File: src/rtl/intrapred_sequencer.sv
// intrapred_sequencer: frame-level controller for the intra-prediction datapath.
// Runs one 16x16 and sixteen 4x4 passes per macroblock and picks the cheaper partition.
module intrapred_sequencer #(
    parameter int BIAS    = 24,
    parameter int SAD4_W  = 12,
    parameter int SAD16_W = 16
) (
    input  logic               clk,
    input  logic               reset,
    input  logic               start,
    input  logic [12:0]        frame_mbs,
    output logic               enable,
    output logic               mode16,
    output logic [12:0]        mbnumber,
    output logic [3:0]         blkidx,
    input  logic               sad16_valid,
    input  logic [SAD16_W-1:0] sad16,
    input  logic               sad4_valid,
    input  logic [SAD4_W-1:0]  sad4,
    output logic               mb_valid,
    input  logic               mb_ready,
    output logic               mb_use4x4,
    output logic [SAD16_W-1:0] mb_cost,
    output logic               busy,
    output logic               frame_done
);

    typedef enum logic [2:0] {
        IDLE,
        ISSUE16,
        WAIT16,
        ISSUE4,
        WAIT4,
        DECIDE,
        OUTPUT
    } state_t;

    localparam logic [SAD16_W:0] BIAS_EXT = (SAD16_W+1)'(BIAS);

    state_t             state_q, state_d;
    logic [12:0]        mbs_q, mbs_d;
    logic [12:0]        mbn_q, mbn_d;
    logic [3:0]         blk_q, blk_d;
    logic [SAD16_W-1:0] acc_q, acc_d;
    logic [SAD16_W-1:0] s16_q, s16_d;
    logic [SAD16_W-1:0] cost_q, cost_d;
    logic               use4_q, use4_d;
    logic               done_q, done_d;

    logic [SAD16_W:0]   t_raw;
    logic [SAD16_W-1:0] t_sat;
    logic               t_less;
    logic               last_mb;

    // Biased 4x4 cost, one bit wider so the bias can never wrap around.
    assign t_raw   = {1'b0, acc_q} + BIAS_EXT;
    assign t_sat   = t_raw[SAD16_W] ? '1 : t_raw[SAD16_W-1:0];
    assign t_less  = (t_sat < s16_q);
    assign last_mb = (mbn_q == (mbs_q - 13'd1));

    always_ff @(posedge clk or posedge reset) begin
        if (reset) begin
            state_q <= IDLE;
            mbs_q   <= '0;
            mbn_q   <= '0;
            blk_q   <= '0;
            acc_q   <= '0;
            s16_q   <= '0;
            cost_q  <= '0;
            use4_q  <= 1'b0;
            done_q  <= 1'b0;
        end else begin
            state_q <= state_d;
            mbs_q   <= mbs_d;
            mbn_q   <= mbn_d;
            blk_q   <= blk_d;
            acc_q   <= acc_d;
            s16_q   <= s16_d;
            cost_q  <= cost_d;
            use4_q  <= use4_d;
            done_q  <= done_d;
        end
    end

    always_comb begin
        state_d  = state_q;
        mbs_d    = mbs_q;
        mbn_d    = mbn_q;
        blk_d    = blk_q;
        acc_d    = acc_q;
        s16_d    = s16_q;
        cost_d   = cost_q;
        use4_d   = use4_q;
        done_d   = 1'b0;
        enable   = 1'b0;
        mode16   = 1'b0;
        mb_valid = 1'b0;
        unique case (state_q)
            IDLE: begin
                if (start) begin
                    if (frame_mbs == '0) begin
                        done_d = 1'b1;
                    end else begin
                        mbs_d   = frame_mbs;
                        mbn_d   = '0;
                        state_d = ISSUE16;
                    end
                end
            end
            ISSUE16: begin
                enable  = 1'b1;
                mode16  = 1'b1;
                acc_d   = '0;
                state_d = WAIT16;
            end
            WAIT16: begin
                mode16 = 1'b1;
                if (sad16_valid) begin
                    s16_d   = sad16;
                    blk_d   = '0;
                    state_d = ISSUE4;
                end
            end
            ISSUE4: begin
                enable  = 1'b1;
                state_d = WAIT4;
            end
            WAIT4: begin
                if (sad4_valid) begin
                    acc_d = acc_q + SAD16_W'(sad4);
                    if (blk_q == 4'd15) begin
                        state_d = DECIDE;
                    end else begin
                        blk_d   = blk_q + 4'd1;
                        state_d = ISSUE4;
                    end
                end
            end
            DECIDE: begin
                // A tie keeps the 16x16 partition.
                use4_d  = t_less;
                cost_d  = t_less ? acc_q : s16_q;
                state_d = OUTPUT;
            end
            OUTPUT: begin
                mb_valid = 1'b1;
                if (mb_ready) begin
                    if (last_mb) begin
                        done_d  = 1'b1;
                        state_d = IDLE;
                    end else begin
                        mbn_d   = mbn_q + 13'd1;
                        state_d = ISSUE16;
                    end
                end
            end
            default: begin
                state_d = IDLE;
            end
        endcase
    end

    assign busy       = (state_q != IDLE);
    assign mbnumber   = mbn_q;
    assign blkidx     = blk_q;
    assign mb_use4x4  = use4_q;
    assign mb_cost    = cost_q;
    assign frame_done = done_q;

endmodule

File: config.mk
export PLATFORM = sky130hd
export DESIGN_NAME = intrapred_sequencer
export DESIGN_NICKNAME = d
export VERILOG_FILES = /design/src/rtl/intrapred_sequencer.sv
export SDC_FILE = /design/constraint.sdc
export NUM_CORES = 1
export LEC_CHECK = 0
export ABC_AREA = 0
export CAP_MARGIN = 20
export CORE_MARGIN = 3
export CORE_UTILIZATION = 56
export CTS_CLUSTER_DIAMETER = 60
export DETAILED_ROUTE_END_ITERATION = 6
export PLACE_DENSITY = 0.86
export SETUP_SLACK_MARGIN = 0.1
export SYNTH_ARGS = -nofsm -noshare
export SYNTH_HDL_FRONTEND = slang
export SYNTH_SLANG_ARGS = --single-unit
File: constraint.sdc
create_clock -name clk -period 4.75 [get_ports clk]
set_input_delay 1.425 -clock clk [delete_from_list [all_inputs] [get_ports clk]]
set_output_delay 1.425 -clock clk [all_outputs]
set_load 0.005 [all_outputs]
# Yosys cells after proc, flatten, opt, wreduce, memory -nomap -nowiden
# Index checks and enable logic that the tools add are counted.
[word_totals]
ff_bits = 83
output_inout_bits = 39
elab_cells = 74
[op_classes]
add_sub_neg = 5
order_cmp = 1
eq_ne = 15
mux = 29
n_bitwise = 1
reduce_logical = 14
[op_table]
columns = ["op", "count"]
rows = [
  ["$mux 13", 4],
  ["$mux 16", 3],
  ["$pmux 16 s2", 1],
  ["$pmux 13 s2", 1],
  ["$pmux 3 s7", 1],
  ["$mux 3", 6],
  ["$add 16x5->17 const B", 1],
  ["$add 16x12->16", 1],
  ["$lt 16x16->1", 1],
  ["$ne 2x2->1 const B", 7],
  ["$add 13x1->13 const B", 1],
  ["$eq 13x13->1", 1],
  ["$logic_not 13->1", 1],
  ["$sub 13x1->13 const B", 1],
  ["$mux 4", 3],
  ["$reduce_and 5->1", 2],
  ["$eq 3x3->1 const B", 3],
  ["$mux 1", 8],
  ["$pmux 4 s2", 1],
  ["$eq 3x2->1 const B", 2],
  ["$reduce_bool 2->1", 3],
  ["$add 4x1->4 const B", 1],
  ["$eq 4x4->1 const B", 1],
  ["$reduce_and 2->1", 2],
  ["8 further kinds", 9],
]

# Logic depth before layout (Yosys ltp)
[logic_depth]
ltp_word = 5
depth_mapped = 16
depth_no_buf = 14

# Worst setup path after synthesis
# Ideal clock, no wire load.
[synth_timing]
kind = "input-to-reg"
startpoint = "input sad4[0]"
endpoint = "register acc_q[14]"
setup_time_ns = 0.139
arrival_time_ns = 3.586
required_ns = 4.611
setup_slack_ns = 1.025
cell_stages = 9
path_buffers = 0
path_cell_list = "ha_1 -> fa_1 -> a21o_1 -> a211oi_1 -> o21a_1 -> nor2_1 -> a2111oi_0 -> or4_1 -> a21oi_1"
[synth_between]
elab_chain_len = 3
[synth_lines]
columns = ["item", "line_no", "rtl"]
rows = [
  ["start, declared", "19", "input logic [SAD4_W-1:0] sad4,"],
  ["$add 16x12->16", "130", "acc_d = acc_q + SAD16_W'(sad4);"],
  ["$mux 16", "129", "if (sad4_valid) begin"],
  ["$pmux 16 s2", "98", "unique case (state_q)"],
  ["end signal, assigned", "67", "acc_q <= '0;"],
  ["end signal, assigned", "77", "acc_q <= acc_d;"],
  ["end, declared", "44", "logic [SAD16_W-1:0] acc_q, acc_d;"],
]
# Every way passes these cells. The select of a mux whose other input is x is not followed.
# A chain may end at the register's enable or synchronous reset.

# Worst setup path after layout
[layout_timing]
startpoint = "register acc_q[3]"
endpoint = "register cost_q[13] (netlist: mb_cost[13])"
[layout_between]
elab_chain_len = 4
[layout_lines]
columns = ["item", "line_no", "rtl"]
rows = [
  ["$add 16x5->17", "56", "assign t_raw = {1'b0, acc_q} + BIAS_EXT;"],
  ["$mux 16", "57", "assign t_sat = t_raw[SAD16_W] ? '1 : t_raw[SAD16_W-1:0];"],
  ["$lt 16x16->1", "58", "assign t_less = (t_sat < s16_q);"],
  ["$mux 16", "142", "cost_d = t_less ? acc_q : s16_q;"],
  ["end signal, assigned", "79", "cost_q <= cost_d;"],
  ["end, declared", "46", "logic [SAD16_W-1:0] cost_q, cost_d;"],
]
# Every way passes these cells.

==> out/qor.txt <==
Root Buffer Master -> clkbuf_8
Synth top area share -> 0.3362
static leakage -> 2.986 nW
clock latency on the worst-skew pair -> 0.38 ns
height of the die -> 111.0 um
Synth Register Bits -> 83
Netlist cell types -> 74
Synth area leaders -> dfrtp_1, nand2_1, ha_1
drt pass-1 iters -> 5
post-CTS setup buffer count -> 0
Final Setup Violations -> 0
Hold Crit Depth -> 2
GRT overflow -> 0
Rows -> 37
crit path DAT -> 4.29 ns
commonest non-fill, non-tap cell in the layout -> nand2_1
TNS Setup -> 0 ns
cells after synthesis -> 711
fmax -> 0.2483 GHz
post-layout min period -> 4.027 ns
die area -> 12330 um2
pin count of the biggest net entering global routing -> 64
vias in the first global route -> 5471
WL/cell -> 17.36 um
Std-Cell Core Area -> 10510 um2
CP cell instances -> o2111ai_2 -> or4_4 -> o21ai_0 -> ha_1 -> a21oi_1 -> nor2b_1 -> o21ai_0 -> a211o_1 -> o21a_1 -> o211ai_1 -> a221oi_1
num ports -> 86
final hold vios -> 0
Syn. warnings -> 0
Worst Reg-to-Reg Cells -> 11
starting density of the core -> 0.5878
Syn Nets -> 790
# DRC -> 0
clock skew -> 0.01493 ns
MaxCap Viol Count -> 0
Setup CP Type -> reg -> reg
share of layout cells above drive strength 1 -> 0.1130
sequential fraction of the synthesis area -> 0.3362
count of non-filler cells in the finished layout -> 915
vias per inst -> 6.186
Pwr Density -> 546.3 nW/um2
EDFF count, synth -> 0
Critical Path RT -> 5.02 ns
post-DP HPWL -> 11560 um
Syn Area/Cell -> 8.688 um2
worst-margin pin slew -> 0.9947 ns
Hold WC Path Type -> reg -> reg
Crit-path slowest cell -> or4_4
status -> finished, final reports clean
CTS Hold Buffers Added -> 0
ANT nets after route -> 0
H-tree depth -> 3
Final period util -> 0.8478
first-pass GRT wire length -> 26530 um
post-synthesis cell area -> 6177 um2
most frequent cells in the layout -> nand2_1, clkdlybuf4s50_1, dfrtp_1
routability-driven placement congestion ratio -> 0.9031
n_diodes -> 0
initial antenna violation count -> 0
IO buf count -> 85
async set or reset register ratio after synthesis -> 1.000
biggest area consumer among synthesized cells -> dfrtp_1
worst-path fanout max -> 18
Die X -> 111.0 um
Total GRT Usage -> 0.2610
Tot Pwr -> 0.003917 W
Rel. slew slack -> 0.3344
post-cts sizing count -> 0
final WL -> 15890 um
Slew Limit Fails -> 0
RSZ-0062 raised after global routing -> false
TritonCTS clock tree -> yes
Num CTS Buffers -> 9
type of origin of the critical path -> flop
sinks on the clock net -> 83
Worst-path clk slew -> 0.08 ns
top_reg_cell synth -> dfrtp_1
P&R area growth vs syn -> 16.08%
routed vias -> 5660
VDD IR max -> 0.3407 mV
DR iter-0 viols -> 577
Worst Setup End Kind -> flop
max incr delay on CP -> 0.70 ns
# nets final -> 856
DP Cell Count -> 901
most used cell along the critical path -> o21ai_0
clk buf depth -> 2
## registers in the layout, summed over array words and instances (netlist names)
signal      cells
acc_q          16
mb_cost        16
s16_q          16
mbnumber       13
mbs_q          13
blkidx          4
state_q         3
frame_done      1
mb_use4x4       1
## worst max-delay path: cells and delay by family (launching register included)
| family | cells | cell delay, ns |
|---|---|---|
| flip-flops | 1 | 0.55 |
| AND/OR/NAND/NOR | 2 | 0.75 |
| AO/OA/AOI/OAI | 8 | 2.31 |
| adder cells (fa/ha/maj) | 1 | 0.28 |
## synthesized netlist by cell type (all sizes together), types with 3 or more instances
master	n
o2111ai	3
a211oi	12
nor2b	6
and2	5
mux2	3
o31ai	5
o211ai	33
dfrtp	83
o21bai	3
or4	5
xnor2	22
or2	6
a21oi	20
nand2b	10
and3	8
o21a	4
a31oi	4
nand4	10
mux2i	13
nand2	116
clkbuf	34
or2b	8
a21o	5
xor2	11
a221oi	16
a2111oi	5
nor4	6
buf	10
nor2	47
ha	31
nor3	32
inv	32
o21ai	45
or3	3
nand3	29
## final cells by class
type / count / area [um2]
multi-input cells: 551 / 3680
fillers: 828 / 3338
flip-flops and latches: 83 / 2077
repair buffers: 100 / 975.9
well taps: 136 / 170.2
clock buffers: 10 / 127.6
inverters: 32 / 121.4
clock inverters: 3 / 18.77
## per-stage QoR
step           instance area, um2    util  hold WS (ns)  setup WS [ns]
2_1_floorplan                6177       -        0.4638          1.025
3_3_place_gp                 7004  0.6665        0.4790         0.6507
3_5_place_dp                 7004  0.6665        0.4836         0.5326
4_1_cts                      7151  0.6804        0.5012         0.7857
5_1_grt                      7171  0.6823        0.5449         0.4554
6_report                     7171  0.6823        0.4998         0.7230
## logic make-up after synthesis
| group | Yosys count | share of synthesized area |
|---|---|---|
| buffers and inverters | 77 | 0.06806 |
| adders and majority gates | 32 | 0.06603 |
| DFF | 83 | 0.3362 |
| muxes | 16 | 0.02653 |
| xor gates and xnor gates | 33 | 0.04679 |
| and+or+nand+nor | 300 | 0.2412 |
| AOI/OAI and AO/OA | 170 | 0.2151 |
## worst paths after layout
kind / startpoint / endpoint / slack [ns]
max in group asynchronous: reset / mbs_q[11] / 2.63
min in group asynchronous: reset / s16_q[7] / 1.33
worst max-delay path: acc_q[3] / mb_cost[13] / 0.72
worst max register to register: acc_q[3] / mb_cost[13] / 0.72
worst min register to register: mb_use4x4 / mb_use4x4 / 0.50
worst min-delay path: mb_use4x4 / mb_use4x4 / 0.50
## power breakdown
part           internal, W  leakage [nW]  total, W  switching (W)
logic             0.000986          1.81   0.00216        0.00118
registers         0.000955          1.10   0.00131       0.000356
clock network     0.000181        0.0778  0.000443       0.000262
## per-layer routing
| layer | wire (um) | track usage | vias up |
|---|---|---|---|
| li1 | - | - | 2670 |
| met5 | 0 | 0 | - |
| met1 | 7183 | 0.3610 | 2727 |
| met4 | 294 | 0.08921 | 0 |
| met3 | 1165 | 0.05786 | 27 |
| met2 | 7244 | 0.4066 | 236 |
(Power assumes the default switching activity.)
